$ cat src/rtl/id_bypass_scoreboard_if.sv
// ID-stage bypass/interlock bundle: control, ID operand info, forward selects and stall.
// Carries o_stall_count only when ID_SCOREBOARD_PERF_EN is defined.
interface id_bypass_scoreboard_if #(
   parameter int NUM_SRC    = 2,
   parameter int DEPTH      = 3,
   parameter int REG_ADDR_W = 5
);
   localparam int SEL_W = $clog2(DEPTH + 1);

   logic                          i_hold;
   logic                          i_flush;
   logic                          i_id_valid;
   logic [NUM_SRC*REG_ADDR_W-1:0] i_id_src;
   logic [NUM_SRC-1:0]            i_id_src_used;
   logic [REG_ADDR_W-1:0]         i_id_rd;
   logic                          i_id_reg_write;
   logic [SEL_W-1:0]              i_id_avail;
   logic [NUM_SRC*SEL_W-1:0]      o_forward_sel;
   logic                          o_stall;
`ifdef ID_SCOREBOARD_PERF_EN
   logic [31:0]                   o_stall_count;

   modport master (
      output i_hold, i_flush, i_id_valid, i_id_src, i_id_src_used,
             i_id_rd, i_id_reg_write, i_id_avail,
      input  o_forward_sel, o_stall, o_stall_count
   );
   modport slave (
      input  i_hold, i_flush, i_id_valid, i_id_src, i_id_src_used,
             i_id_rd, i_id_reg_write, i_id_avail,
      output o_forward_sel, o_stall, o_stall_count
   );
`else
   modport master (
      output i_hold, i_flush, i_id_valid, i_id_src, i_id_src_used,
             i_id_rd, i_id_reg_write, i_id_avail,
      input  o_forward_sel, o_stall
   );
   modport slave (
      input  i_hold, i_flush, i_id_valid, i_id_src, i_id_src_used,
             i_id_rd, i_id_reg_write, i_id_avail,
      output o_forward_sel, o_stall
   );
`endif
endinterface

$ cat src/rtl/id_bypass_scoreboard.sv
// ID-stage bypass select and load-use interlock over a DEPTH-deep shadow of in-flight writers.
// Optional stall counter enabled by defining ID_SCOREBOARD_PERF_EN.
module id_bypass_scoreboard #(
   parameter int NUM_SRC    = 2,
   parameter int DEPTH      = 3,
   parameter int REG_ADDR_W = 5
) (
   input logic                   i_clk,
   input logic                   i_reset,
   id_bypass_scoreboard_if.slave bus
);
   localparam int SEL_W = $clog2(DEPTH + 1);

   logic [DEPTH:1]        valid_q, valid_d;
   logic [DEPTH:1]        we_q, we_d;
   logic [REG_ADDR_W-1:0] rd_q [1:DEPTH];
   logic [REG_ADDR_W-1:0] rd_d [1:DEPTH];
   logic [SEL_W-1:0]      avail_q [1:DEPTH];
   logic [SEL_W-1:0]      avail_d [1:DEPTH];

   logic [NUM_SRC-1:0]       hazard;
   logic [NUM_SRC*SEL_W-1:0] fwd_sel;
   logic                     stall;
   logic                     issue;

   function automatic logic [SEL_W-1:0] clamp_avail(input logic [SEL_W-1:0] a);
      if (a == '0) return SEL_W'(1);
      if (int'(a) > DEPTH) return SEL_W'(DEPTH);
      return a;
   endfunction

   // Scan oldest to youngest so the youngest matching writer overrides.
   always_comb begin : lookup
      logic                  hit;
      int                    hit_k;
      logic [REG_ADDR_W-1:0] addr;
      hazard  = '0;
      fwd_sel = '0;
      hit     = 1'b0;
      hit_k   = 0;
      addr    = '0;
      for (int s = 0; s < NUM_SRC; s++) begin
         addr  = bus.i_id_src[s*REG_ADDR_W +: REG_ADDR_W];
         hit   = 1'b0;
         hit_k = 0;
         for (int k = DEPTH; k >= 1; k--) begin
            if (bus.i_id_src_used[s] && (addr != '0) && valid_q[k] && we_q[k] &&
                (rd_q[k] == addr)) begin
               hit   = 1'b1;
               hit_k = k;
            end
         end
         if (hit) begin
            if (hit_k >= int'(avail_q[hit_k])) fwd_sel[s*SEL_W +: SEL_W] = SEL_W'(hit_k);
            else hazard[s] = 1'b1;
         end
      end
   end

   assign stall = bus.i_id_valid & ~bus.i_flush & (|hazard);
   assign issue = bus.i_id_valid & ~bus.i_flush & ~stall;

   assign bus.o_forward_sel = fwd_sel;
   assign bus.o_stall       = stall;

   always_comb begin : advance
      valid_d = valid_q;
      we_d    = we_q;
      rd_d    = rd_q;
      avail_d = avail_q;
      if (!bus.i_hold) begin
         for (int k = DEPTH; k >= 2; k--) begin
            valid_d[k] = valid_q[k-1];
            we_d[k]    = we_q[k-1];
            rd_d[k]    = rd_q[k-1];
            avail_d[k] = avail_q[k-1];
         end
         valid_d[1] = issue;
         we_d[1]    = bus.i_id_reg_write & (bus.i_id_rd != '0);
         rd_d[1]    = bus.i_id_rd;
         avail_d[1] = clamp_avail(bus.i_id_avail);
      end
   end

   always_ff @(posedge i_clk) begin
      if (i_reset) valid_q <= '0;
      else         valid_q <= valid_d;
   end

   // Payload fields are qualified by valid_q and need no reset.
   always_ff @(posedge i_clk) begin
      we_q    <= we_d;
      rd_q    <= rd_d;
      avail_q <= avail_d;
   end

`ifdef ID_SCOREBOARD_PERF_EN
   logic [31:0] stall_count_q, stall_count_d;

   assign stall_count_d = stall_count_q + ((stall & ~bus.i_hold) ? 32'd1 : 32'd0);

   always_ff @(posedge i_clk) begin
      if (i_reset) stall_count_q <= '0;
      else         stall_count_q <= stall_count_d;
   end

   assign bus.o_stall_count = stall_count_q;
`endif
endmodule

$ cat src/flat_wrapper.sv
// flat-port wrapper written by rule: the top's interface ports become plain ports
module id_bypass_scoreboard_flat 
#(
   parameter int NUM_SRC    = 2,
   parameter int DEPTH      = 3,
   parameter int REG_ADDR_W = 5
)
  (i_clk, i_reset, bus_i_hold, bus_i_flush, bus_i_id_valid, bus_i_id_src, bus_i_id_src_used, bus_i_id_rd, bus_i_id_reg_write, bus_i_id_avail, bus_o_forward_sel, bus_o_stall);
  id_bypass_scoreboard_if #(.NUM_SRC(NUM_SRC), .DEPTH(DEPTH), .REG_ADDR_W(REG_ADDR_W)) bus_i ();
  input logic i_clk;
  input logic i_reset;
  input wire logic [$bits(bus_i.i_hold)-1:0] bus_i_hold;
  input wire logic [$bits(bus_i.i_flush)-1:0] bus_i_flush;
  input wire logic [$bits(bus_i.i_id_valid)-1:0] bus_i_id_valid;
  input wire logic [$bits(bus_i.i_id_src)-1:0] bus_i_id_src;
  input wire logic [$bits(bus_i.i_id_src_used)-1:0] bus_i_id_src_used;
  input wire logic [$bits(bus_i.i_id_rd)-1:0] bus_i_id_rd;
  input wire logic [$bits(bus_i.i_id_reg_write)-1:0] bus_i_id_reg_write;
  input wire logic [$bits(bus_i.i_id_avail)-1:0] bus_i_id_avail;
  output wire logic [$bits(bus_i.o_forward_sel)-1:0] bus_o_forward_sel;
  output wire logic [$bits(bus_i.o_stall)-1:0] bus_o_stall;
  assign bus_i.i_hold = bus_i_hold;
  assign bus_i.i_flush = bus_i_flush;
  assign bus_i.i_id_valid = bus_i_id_valid;
  assign bus_i.i_id_src = bus_i_id_src;
  assign bus_i.i_id_src_used = bus_i_id_src_used;
  assign bus_i.i_id_rd = bus_i_id_rd;
  assign bus_i.i_id_reg_write = bus_i_id_reg_write;
  assign bus_i.i_id_avail = bus_i_id_avail;
  assign bus_o_forward_sel = bus_i.o_forward_sel;
  assign bus_o_stall = bus_i.o_stall;
  id_bypass_scoreboard #(.NUM_SRC(NUM_SRC), .DEPTH(DEPTH), .REG_ADDR_W(REG_ADDR_W)) u_core (.i_clk(i_clk), .i_reset(i_reset), .bus(bus_i));
endmodule
$ cat config.mk
export PLATFORM = sky130hd
export DESIGN_NAME = id_bypass_scoreboard_flat
export DESIGN_NICKNAME = d
export VERILOG_FILES = /design/src/rtl/id_bypass_scoreboard_if.sv /design/src/rtl/id_bypass_scoreboard.sv /design/src/flat_wrapper.sv
export SDC_FILE = /design/constraint.sdc
export NUM_CORES = 1
export LEC_CHECK = 0
export ABC_AREA = 1
export BUFFER_PORTS_ARGS = -buffer_cell sky130_fd_sc_hd__buf_2
export CORE_MARGIN = 5
export CORE_UTILIZATION = 50
export DETAILED_ROUTE_END_ITERATION = 10
export PLACE_DENSITY_LB_ADDON = 0.05
export SLEW_MARGIN = 20
export SYNTH_ARGS = -nofsm -noshare
export SYNTH_HDL_FRONTEND = slang
export SYNTH_SLANG_ARGS = --single-unit
$ cat constraint.sdc
create_clock -name i_clk -period 4.4 [get_ports i_clk]
set_input_delay 0.88 -clock i_clk [delete_from_list [all_inputs] [get_ports i_clk]]
set_output_delay 0.88 -clock i_clk [all_outputs]
set_load 0.01 [all_outputs]
==> results.cfg, run 1 <==
[status]
status = finished, final reports clean

[clock_network]
postCtsHoldBufs = 0
path_clk_slew_ps = 150
cts_resized = 0
tritoncts = built
cts_made_buffers = 3
clockBufferDepth = 2
clk_latency_ps = 330
numClockSinks = 27
cts_setup_buffers = 0
ctsHtreeMaxLevel = 1
cts_root_buf = clkbuf_4

[cells_and_area]
drive_above_1_share = 0.220
syn2layout_area_growth_pct = 12.5
register_area_um2 = 781
antenna-diode-count = 0
fin_util = 0.595
multi_input_area_um2 = 867
fillers = 337
fin_nets = 307

[power_and_ir_drop]
ir_drop_uv = 187
switching_power_w = 0.000140
pwr-share-comb = 0.154
p_leak_nw = 1.04
pwr-share-seq = 0.625
power_density_nw_per_um2 = 247
total_power_w = 0.000501
p_sw_frac = 0.278
power.share.clock = 0.221
p_int_w = 0.000362

[floorplanning]
dieWidth_um = 70.1
fp.dieH_um = 70.1
num_rows = 21
initial_core_util = 0.529
dieArea_um2 = 4910
core_area_um2 = 3420
io_pins = 30

[worst_setup_path]
crit_path_max_fanout = 4
critical_path_class = in2out
cp-start-kind = primary input
cp.required_ps = 3520
crit_arrival_ps = 2890
endpoint_kind = output port

[global_route]
grt_pass1_vias = 1485
antenna_found_initial = 0
grt_pass1_wl_mm = 6.71
grt_overflow_total = 0
grt_use_total = 0.170
grt_start_max_net_pins = 27

[yosys]
synth_area_per_cell_um2 = 7.37
ys_seq_area_frac = 0.432
yosys.cell_types.count = 28
ys_ff_latch = 27
syn_nets = 274
syn_inst = 245
ys_warn_count = 0
syn_area_um2 = 1810

[placed_design]
post-place-ws_ps = 633
gp_congestion = 0.922
portBuffers = 29
post-dp-hpwl_mm = 3.21

[timing]
worst_pin_slew_ps = 980
hold_violations = 0
layout_setup_ws_ps = 628
skew_ps = 2.40
layout_min_cycle_time_ps = 3770
drv_slew = 0
setup_viol = 0
hold_slack_ps = 472
fin_crit_sh = 0.857
slew_headroom = 0.346
fmax_mhz = 265
rsz0062_at_grt = false
setup_tns_ps = 0

[routing]
drt_pre_antenna_iters = 5
routed_wl_mm = 3.99
vias = 1628
drc_errors = 0
ant_nets = 0
wire_per_inst_um = 12.3
vias_per_cell = 5.04
drtIter0Drc = 119

[hold_path]
hp-class = reg2reg

[job]
max_cap_viol_count = 0
## power groups by stage
| stage | registers (W) | logic [W] | clock network, W |
|---|---|---|---|
| finish | 0.000313 | 0.0000772 | 0.000111 |
| detailed placement | 0.000319 | 0.0000766 | 0 |
| global route | 0.000316 | 0.0000876 | 0.000123 |
| CTS | 0.000313 | 0.0000773 | 0.000112 |
| global placement | 0.000319 | 0.0000767 | 0 |
| floorplan | 0.000314 | 0.0000499 | 0 |
## cell type report
cell class,instances,share of cell area
Inverter,41,0.0758
Clock buffer,4,0.0129
Sequential cell,27,0.384
Multi-Input combinational cell,176,0.427
Timing Repair Buffer,29,0.0715
Tap cell,46,0.0283
## state kept, by name, summed over array words and instances (netlist names)
name / flops
u_core.rd_q: 15
u_core.avail_q: 6
u_core.valid_q: 3
u_core.we_q: 3
## cells in the final DEF (no fill, tap or decap), types with 2 or more instances in the layout
master    count
nand3_2       4
inv_2        12
inv_1        28
edfxtp_1     24
o21ai_0       3
nor2_1       33
buf_2        29
nor3_2        2
nand4_1       3
dfxtp_1       3
clkbuf_4      3
nand3_1      13
nand2_2       3
nand2_1      85
ha_1          4
a21oi_1      13
nor2_2        2
## critical path, cell delays in order
cell	delay, ps
buf_2	130
nor2_1	130
nand3_1	110
nand2_2	90
inv_2	60
nand3_4	110
nand4_2	130
inv_2	80
nand2_1	50
nand2_1	60
nand2_1	40
nand2_1	60
ha_1	220
inv_1	50
nand2_1	40
a21oi_1	210
nand2_1	140
a21oi_1	150
buf_2	140
## cell usage after synthesis
library cell | n | area (um2)
a21oi_1 | 13 | 65.1
a21oi_4 | 1 | 16.3
clkbuf_1 | 1 | 3.75
clkinv_1 | 1 | 3.75
dfxtp_1 | 3 | 60.1
edfxtp_1 | 24 | 721
ha_1 | 4 | 50.1
inv_1 | 28 | 105
inv_2 | 12 | 45.0
nand2_1 | 85 | 319
nand2_2 | 3 | 18.8
nand3_1 | 13 | 65.1
nand3_2 | 4 | 40.0
nand3_4 | 1 | 17.5
nand4_1 | 3 | 18.8
nand4_2 | 1 | 12.5
nor2_1 | 33 | 124
nor2_2 | 2 | 12.5
nor2_4 | 1 | 11.3
nor3_1 | 1 | 5.00
nor3_2 | 2 | 20.0
nor3_4 | 1 | 16.3
o21ai_0 | 3 | 15.0
o21ai_2 | 1 | 8.76
o22ai_1 | 1 | 6.26
or4_1 | 1 | 7.51
xnor2_1 | 1 | 8.76
xor2_1 | 1 | 8.76
## cell families (layout without fill, tap and decap cells)
family | after synthesis | after routing | synth area share
flip-flops | 27 | 27 | 0.432
AND/OR/NAND/NOR | 151 | 151 | 0.381
adder cells (fa/ha/maj) | 4 | 4 | 0.0277
buffers and inverters | 42 | 74 | 0.0873
XOR/XNOR | 2 | 2 | 0.00970
AO/OA/AOI/OAI | 19 | 19 | 0.0617
## worst paths after layout
| kind | from | to | slack, ps | cells past startpoint |
|---|---|---|---|---|
| max | bus_i_id_src[0] | bus_o_stall | 630 | 19 |
| min reg2reg | u_core.we_q[1] | u_core.we_q[2] | 470 | 0 |
| max reg2reg | u_core.rd_q[9] | u_core.valid_q[1] | 2110 | 19 |
| min | u_core.we_q[1] | u_core.we_q[2] | 470 | 0 |
## metal layers
layer / share of wire / wire length, um / track usage
met5: 0 / 0 / 0
met2: 0.44 / 1750 / 0.268
met4: 0.0020 / 8 / 0.0383
met3: 0.050 / 201 / 0.0273
met1: 0.51 / 2020 / 0.246
## stage by stage
stage / instance area (um2) / cells
after CTS: 2030 / 323
after detailed placement: 2000 / 319
after global routing: 2030 / 323
after global placement: 2000 / 319
final: 2030 / 323
after floorplan: 1810 / 245
Note: power is estimated with default switching activity, not from simulation.
==> run 2, diff against run 1 <==
--- a/config.mk
+++ b/config.mk
@@ -6,10 +6,12 @@
 export NUM_CORES = 1
 export LEC_CHECK = 0
 export ABC_AREA = 1
-export BUFFER_PORTS_ARGS = -buffer_cell sky130_fd_sc_hd__buf_2
+export CELL_PAD_IN_SITES_DETAIL_PLACEMENT = 1
+export CELL_PAD_IN_SITES_GLOBAL_PLACEMENT = 1
 export CORE_MARGIN = 5
-export CORE_UTILIZATION = 50
+export CORE_UTILIZATION = 49
 export DETAILED_ROUTE_END_ITERATION = 10
+export DONT_BUFFER_PORTS = 1
 export PLACE_DENSITY_LB_ADDON = 0.05
 export SLEW_MARGIN = 20
 export SYNTH_ARGS = -nofsm -noshare
==> run 2 against run 1 <==
Compared with the run above: combinational power down 19%; critical path type unchanged; critical path depth fell by 5; global-route usage up 2.0 points; power is 5.7% higher.
==> results.cfg, run 2 (synthesis results as in run 1) <==
[power_and_ir_drop]
power_density_nw_per_um2 = 277
pwr-share-comb = 0.118
p_sw_frac = 0.271
ir_drop_uv = 236
p_leak_nw = 0.926
total_power_w = 0.000530
switching_power_w = 0.000144
p_int_w = 0.000386
power.share.clock = 0.289
pwr-share-seq = 0.593

[worst_setup_path]
cp_slowest_stage_delay_ps = 290
cp-start-kind = primary input
crit_slowest_cell = a21oi_1
endpoint_kind = output port
critPathBufInv = 1
path_cells = nor2_1, nand3_1, nand2_2, nor2_1, nand2_1, inv_2, a21oi_4, o21ai_2, nor2_1, nor2_1, ha_1, a21oi_1, nand2_1, a21oi_1
cpLargestDelayFamily = simple AND/OR/NAND/NOR gates
crit_path_max_fanout = 7
cp.required_ps = 3520
critical_path_class = in2out
cpMostUsedCell = nor2_1
crit_arrival_ps = 2910

[global_route]
grt_pass1_wl_mm = 7.57
grt_pass1_vias = 1661
grt_overflow_total = 0
antenna_found_initial = 0
grt_use_total = 0.190
grt_start_max_net_pins = 27

[cells_and_area]
final_cell_area_um2 = 1910
top_register = u_core.rd_q
drive_above_1_share = 0.133
syn2layout_area_growth_pct = 5.89
largestRegisters = u_core.rd_q (15), u_core.avail_q (6)
final_common_cell = nand2_1
multi_input_area_um2 = 867
largest_reg_flops = 15
fillers = 486
antenna-diode-count = 0
final_cell_mix = nand2_1, nor2_1, inv_1
register_area_um2 = 781
fin_nets = 278

[clock_network]
ctsHtreeMaxLevel = 1
path_clk_slew_ps = 100
cts_made_buffers = 3
clk_latency_ps = 280
cts_setup_buffers = 0
cts_resized = 0
cts_root_buf = clkbuf_8
postCtsHoldBufs = 0
clockBufferDepth = 2
numClockSinks = 27
tritoncts = built

[timing]
drv_slew = 0
fin_crit_sh = 0.861
setup_viol = 0
slew_headroom = 0.371
rsz0062_at_grt = false
skew_ps = 8.23
layout_min_cycle_time_ps = 3790
setup_tns_ps = 0
fmax_mhz = 264
hold_violations = 0
worst_pin_slew_ps = 942

[routing]
vias_per_cell = 5.29
drt_pre_antenna_iters = 4
wire_per_inst_um = 15.5
vias = 1566
met1_length_mm = 2.05
ant_nets = 0
highest-signal-layer = met4
routed_wl_mm = 4.60
drtIter0Drc = 49
wl_met2_mm = 2.22
drc_errors = 0
wl_met3_um = 241

[status]
status = finished, final reports clean

[placed_design]
portBuffers = 0
gp_congestion = 0.969
post-dp-hpwl_mm = 3.88
dpl_cell_area_um2 = 1860

[hold_path]
hp-class = reg2reg

[floorplanning]
dieWidth_um = 70.7
initial_core_util = 0.501
fp.dieH_um = 70.7
dieArea_um2 = 5000
core_area_um2 = 3610
num_rows = 22
io_pins = 30

[job]
max_cap_viol_count = 0
run 2: cell types whose count changed in the layout (fill, tap and decap cells not counted):
| cell | previous run | this run |
|---|---|---|
| clkbuf_4 | 3 | 0 |
| clkbuf_1 | 1 | 0 |
| buf_2 | 29 | 0 |
| inv_6 | 0 | 1 |
| clkbuf_8 | 0 | 3 |
run 2: metrics by stage:
| stage | worst slack (ps) | hold slack [ps] | std cells | util |
|---|---|---|---|---|
| after floorplan | 1060 | 426 | 245 | - |
| after global placement | 780 | 441 | 292 | 0.516 |
| after detailed placement | 621 | 450 | 292 | 0.516 |
| after CTS | 605 | 466 | 296 | 0.530 |
| after global routing | 460 | 490 | 296 | 0.530 |
| final | 610 | 463 | 296 | 0.530 |
run 2: worst reg2reg max path, stage by stage, from the launching register on:
cell      delay, ps
edfxtp_1        480
inv_1           120
o21ai_0         120
nor2_2          170
nand3_4         130
a21oi_4         220
o21ai_2          90
nor2_1          140
nor2_1           80
ha_1            270
a21oi_1         250
nand2_1         150
nand3_1         110
a21oi_1          60
run 2: path summary, 6_finish.rpt:
check	start	to	slack (ps)	cells past startpoint
worst max-delay path	bus_i_id_src[3]	bus_o_stall	610	14
worst min-delay path	u_core.we_q[2]	u_core.we_q[3]	460	0
worst min register to register	u_core.we_q[2]	u_core.we_q[3]	460	0
worst max register to register	u_core.rd_q[8]	u_core.valid_q[1]	1900	13
run 2: power by group through the flow:
stage | Sequential (W) | Combinational [W] | Clock (W)
floorplan | 0.000314 | 0.0000499 | 0
global placement | 0.000319 | 0.0000600 | 0
detailed placement | 0.000320 | 0.0000627 | 0
CTS | 0.000314 | 0.0000630 | 0.000154
global route | 0.000316 | 0.0000707 | 0.000168
finish | 0.000314 | 0.0000626 | 0.000153
run 2: layout make-up:
type,instances,share of cell area
multi-input combinational,176,0.454
inverter,41,0.0805
sequential,27,0.408
tap,48,0.0314
clock inverter,1,0.00458
clock buffer,3,0.0216
run 2: routing by layer:
| metal | up-vias | GRT usage |
|---|---|---|
| li1 | 779 | - |
| met1 | 740 | 0.238 |
| met2 | 39 | 0.329 |
| met3 | 8 | 0.0412 |
| met4 | 0 | 0.0585 |
| met5 | - | 0 |
==> run 3, diff against run 2 <==
--- a/config.mk
+++ b/config.mk
@@ -6,10 +6,8 @@
 export NUM_CORES = 1
 export LEC_CHECK = 0
 export ABC_AREA = 1
-export CELL_PAD_IN_SITES_DETAIL_PLACEMENT = 1
-export CELL_PAD_IN_SITES_GLOBAL_PLACEMENT = 1
 export CORE_MARGIN = 5
-export CORE_UTILIZATION = 49
+export CORE_UTILIZATION = 60
 export DETAILED_ROUTE_END_ITERATION = 10
 export DONT_BUFFER_PORTS = 1
 export PLACE_DENSITY_LB_ADDON = 0.05
==> run 3 against run 2 <==
Compared with the run above: clock-buffer cell count rose by 1; wire length fell by 18%; hold slack improved by 3.9 ps; power fell by 9.2%; critical path type unchanged; final cell count fell by 5.1%.
==> results.cfg, run 3 (synthesis results as in run 1) <==
[routing]
routed_wl_mm = 3.77
ant_nets = 0
drtIter0Drc = 125
drt_pre_antenna_iters = 4
vias = 1492
vias_per_cell = 5.31
drc_errors = 0
wire_per_inst_um = 13.4

[global_route]
grt_overflow_total = 0
grt_pass1_wl_mm = 6.54
antenna_found_initial = 0
grt_pass1_vias = 1457
grt_use_total = 0.202
grt_start_max_net_pins = 27

[placed_design]
post-place-ws_ps = 794
post-dp-hpwl_mm = 3.07
portBuffers = 0
gp_congestion = 0.961

[cells_and_area]
antenna-diode-count = 0
syn2layout_area_growth_pct = 3.53
largest_reg_flops = 15
final_cell_mix = nand2_1, nor2_1, inv_1
top_register = u_core.rd_q
drive_above_1_share = 0.129
fin_nets = 278
largestRegisters = u_core.rd_q (15), u_core.avail_q (6)
final_common_cell = nand2_1

[hold_path]
min_to = u_core.valid_q[3]
hp-class = reg2reg
hold_start = u_core.valid_q[3]
holdPathStages = 2

[worst_setup_path]
cp_slowest_stage_delay_ps = 270
r2r_slack_ps = 2110
reg2reg_to = u_core.valid_q[1]
cp-start-kind = primary input
cpMostUsedCell = nor2_1
cp.required_ps = 3520
crit_path_max_fanout = 4
crit_slowest_cell = a21oi_1
crit_arrival_ps = 2690
r2r_cells = 14
critPathBufInv = 1
cpLargestDelayFamily = simple AND/OR/NAND/NOR gates
path_cells = nor2_1, nand3_1, nand2_2, nor2_1, nand2_1, inv_2, a21oi_4, o21ai_2, nor2_1, nor2_1, ha_1, a21oi_1, nand2_1, a21oi_1
endpoint_kind = output port
r2r_start = u_core.rd_q[6]
critical_path_class = in2out

[clock_network]
cts_root_buf = clkbuf_4
clk_latency_ps = 320
postCtsHoldBufs = 0
cts_resized = 0
cts_made_buffers = 3
numClockSinks = 27
path_clk_slew_ps = 140
clockBufferDepth = 2
tritoncts = built
ctsHtreeMaxLevel = 1
cts_setup_buffers = 0

[status]
status = finished, final reports clean

[timing]
setup_viol = 0
fin_crit_sh = 0.812
hold_violations = 0
rsz0062_at_grt = false
slew_headroom = 0.368
layout_min_cycle_time_ps = 3570
worst_pin_slew_ps = 946
layout_setup_ws_ps = 828
setup_tns_ps = 0
skew_ps = 3.99
fmax_mhz = 280
drv_slew = 0

[floorplanning]
num_rows = 20
initial_core_util = 0.606
io_pins = 30
dieWidth_um = 64.9
dieArea_um2 = 4210
fp.dieH_um = 64.9
core_area_um2 = 2980

[power_and_ir_drop]
ir_drop_uv = 202
power_density_nw_per_um2 = 257
p_leak_nw = 0.915
total_power_w = 0.000481

[job]
max_cap_viol_count = 0
-- run 3: through the flow --
step           std cells  cell area, um2  utilization  hold slack, ps
3_3_place_gp         277            1840        0.619             432
2_1_floorplan        245            1810            -             426
3_5_place_dp         277            1840        0.619             434
5_1_grt              281            1870        0.628             485
4_1_cts              281            1870        0.628             468
6_report             281            1870        0.628             467
-- run 3: area by class of cell --
cell class              instances  area (um2)
inverters                      41         154
clock buffers                   4        26.3
fillers                       274        1110
multi-input cells             176         867
flip-flops and latches         27         781
well taps                      33        41.3
-- run 3: per-layer routing --
layer,wire length [um],up-vias,global-route usage,share of wire
li1,-,783,-,-
met1,1780,657,0.280,0.47
met2,1670,50,0.323,0.44
met3,308,2,0.0503,0.082
met4,13,0,0.0317,0.0034
met5,0,-,0,0
-- run 3: worst max-delay path by stage --
stage	startpoint	end	slack [ps]	cells after the start
6_report	bus_i_id_src[0]	bus_o_stall	830	14
5_1_grt	u_core.rd_q[8]	bus_o_stall	570	13
4_1_cts	bus_i_id_src[0]	bus_o_stall	790	14
3_5_place_dp	bus_i_id_src[0]	bus_o_stall	790	14
3_3_place_gp	bus_i_id_src[0]	bus_o_stall	840	14
2_1_floorplan	bus_i_id_src[4]	bus_o_stall	1060	18
-- run 3: tightest hold or removal path, stage by stage, from the launching register on --
cell     delay (ps)
dfxtp_1         340
nand2_1          50
a21oi_1          50
-- run 3: report_power, final --
part	switching (W)	internal [W]
clock	0.0000729	0.0000355
combinational	0.0000390	0.0000204
sequential	0.0000145	0.000299
total	0.000126	0.000355
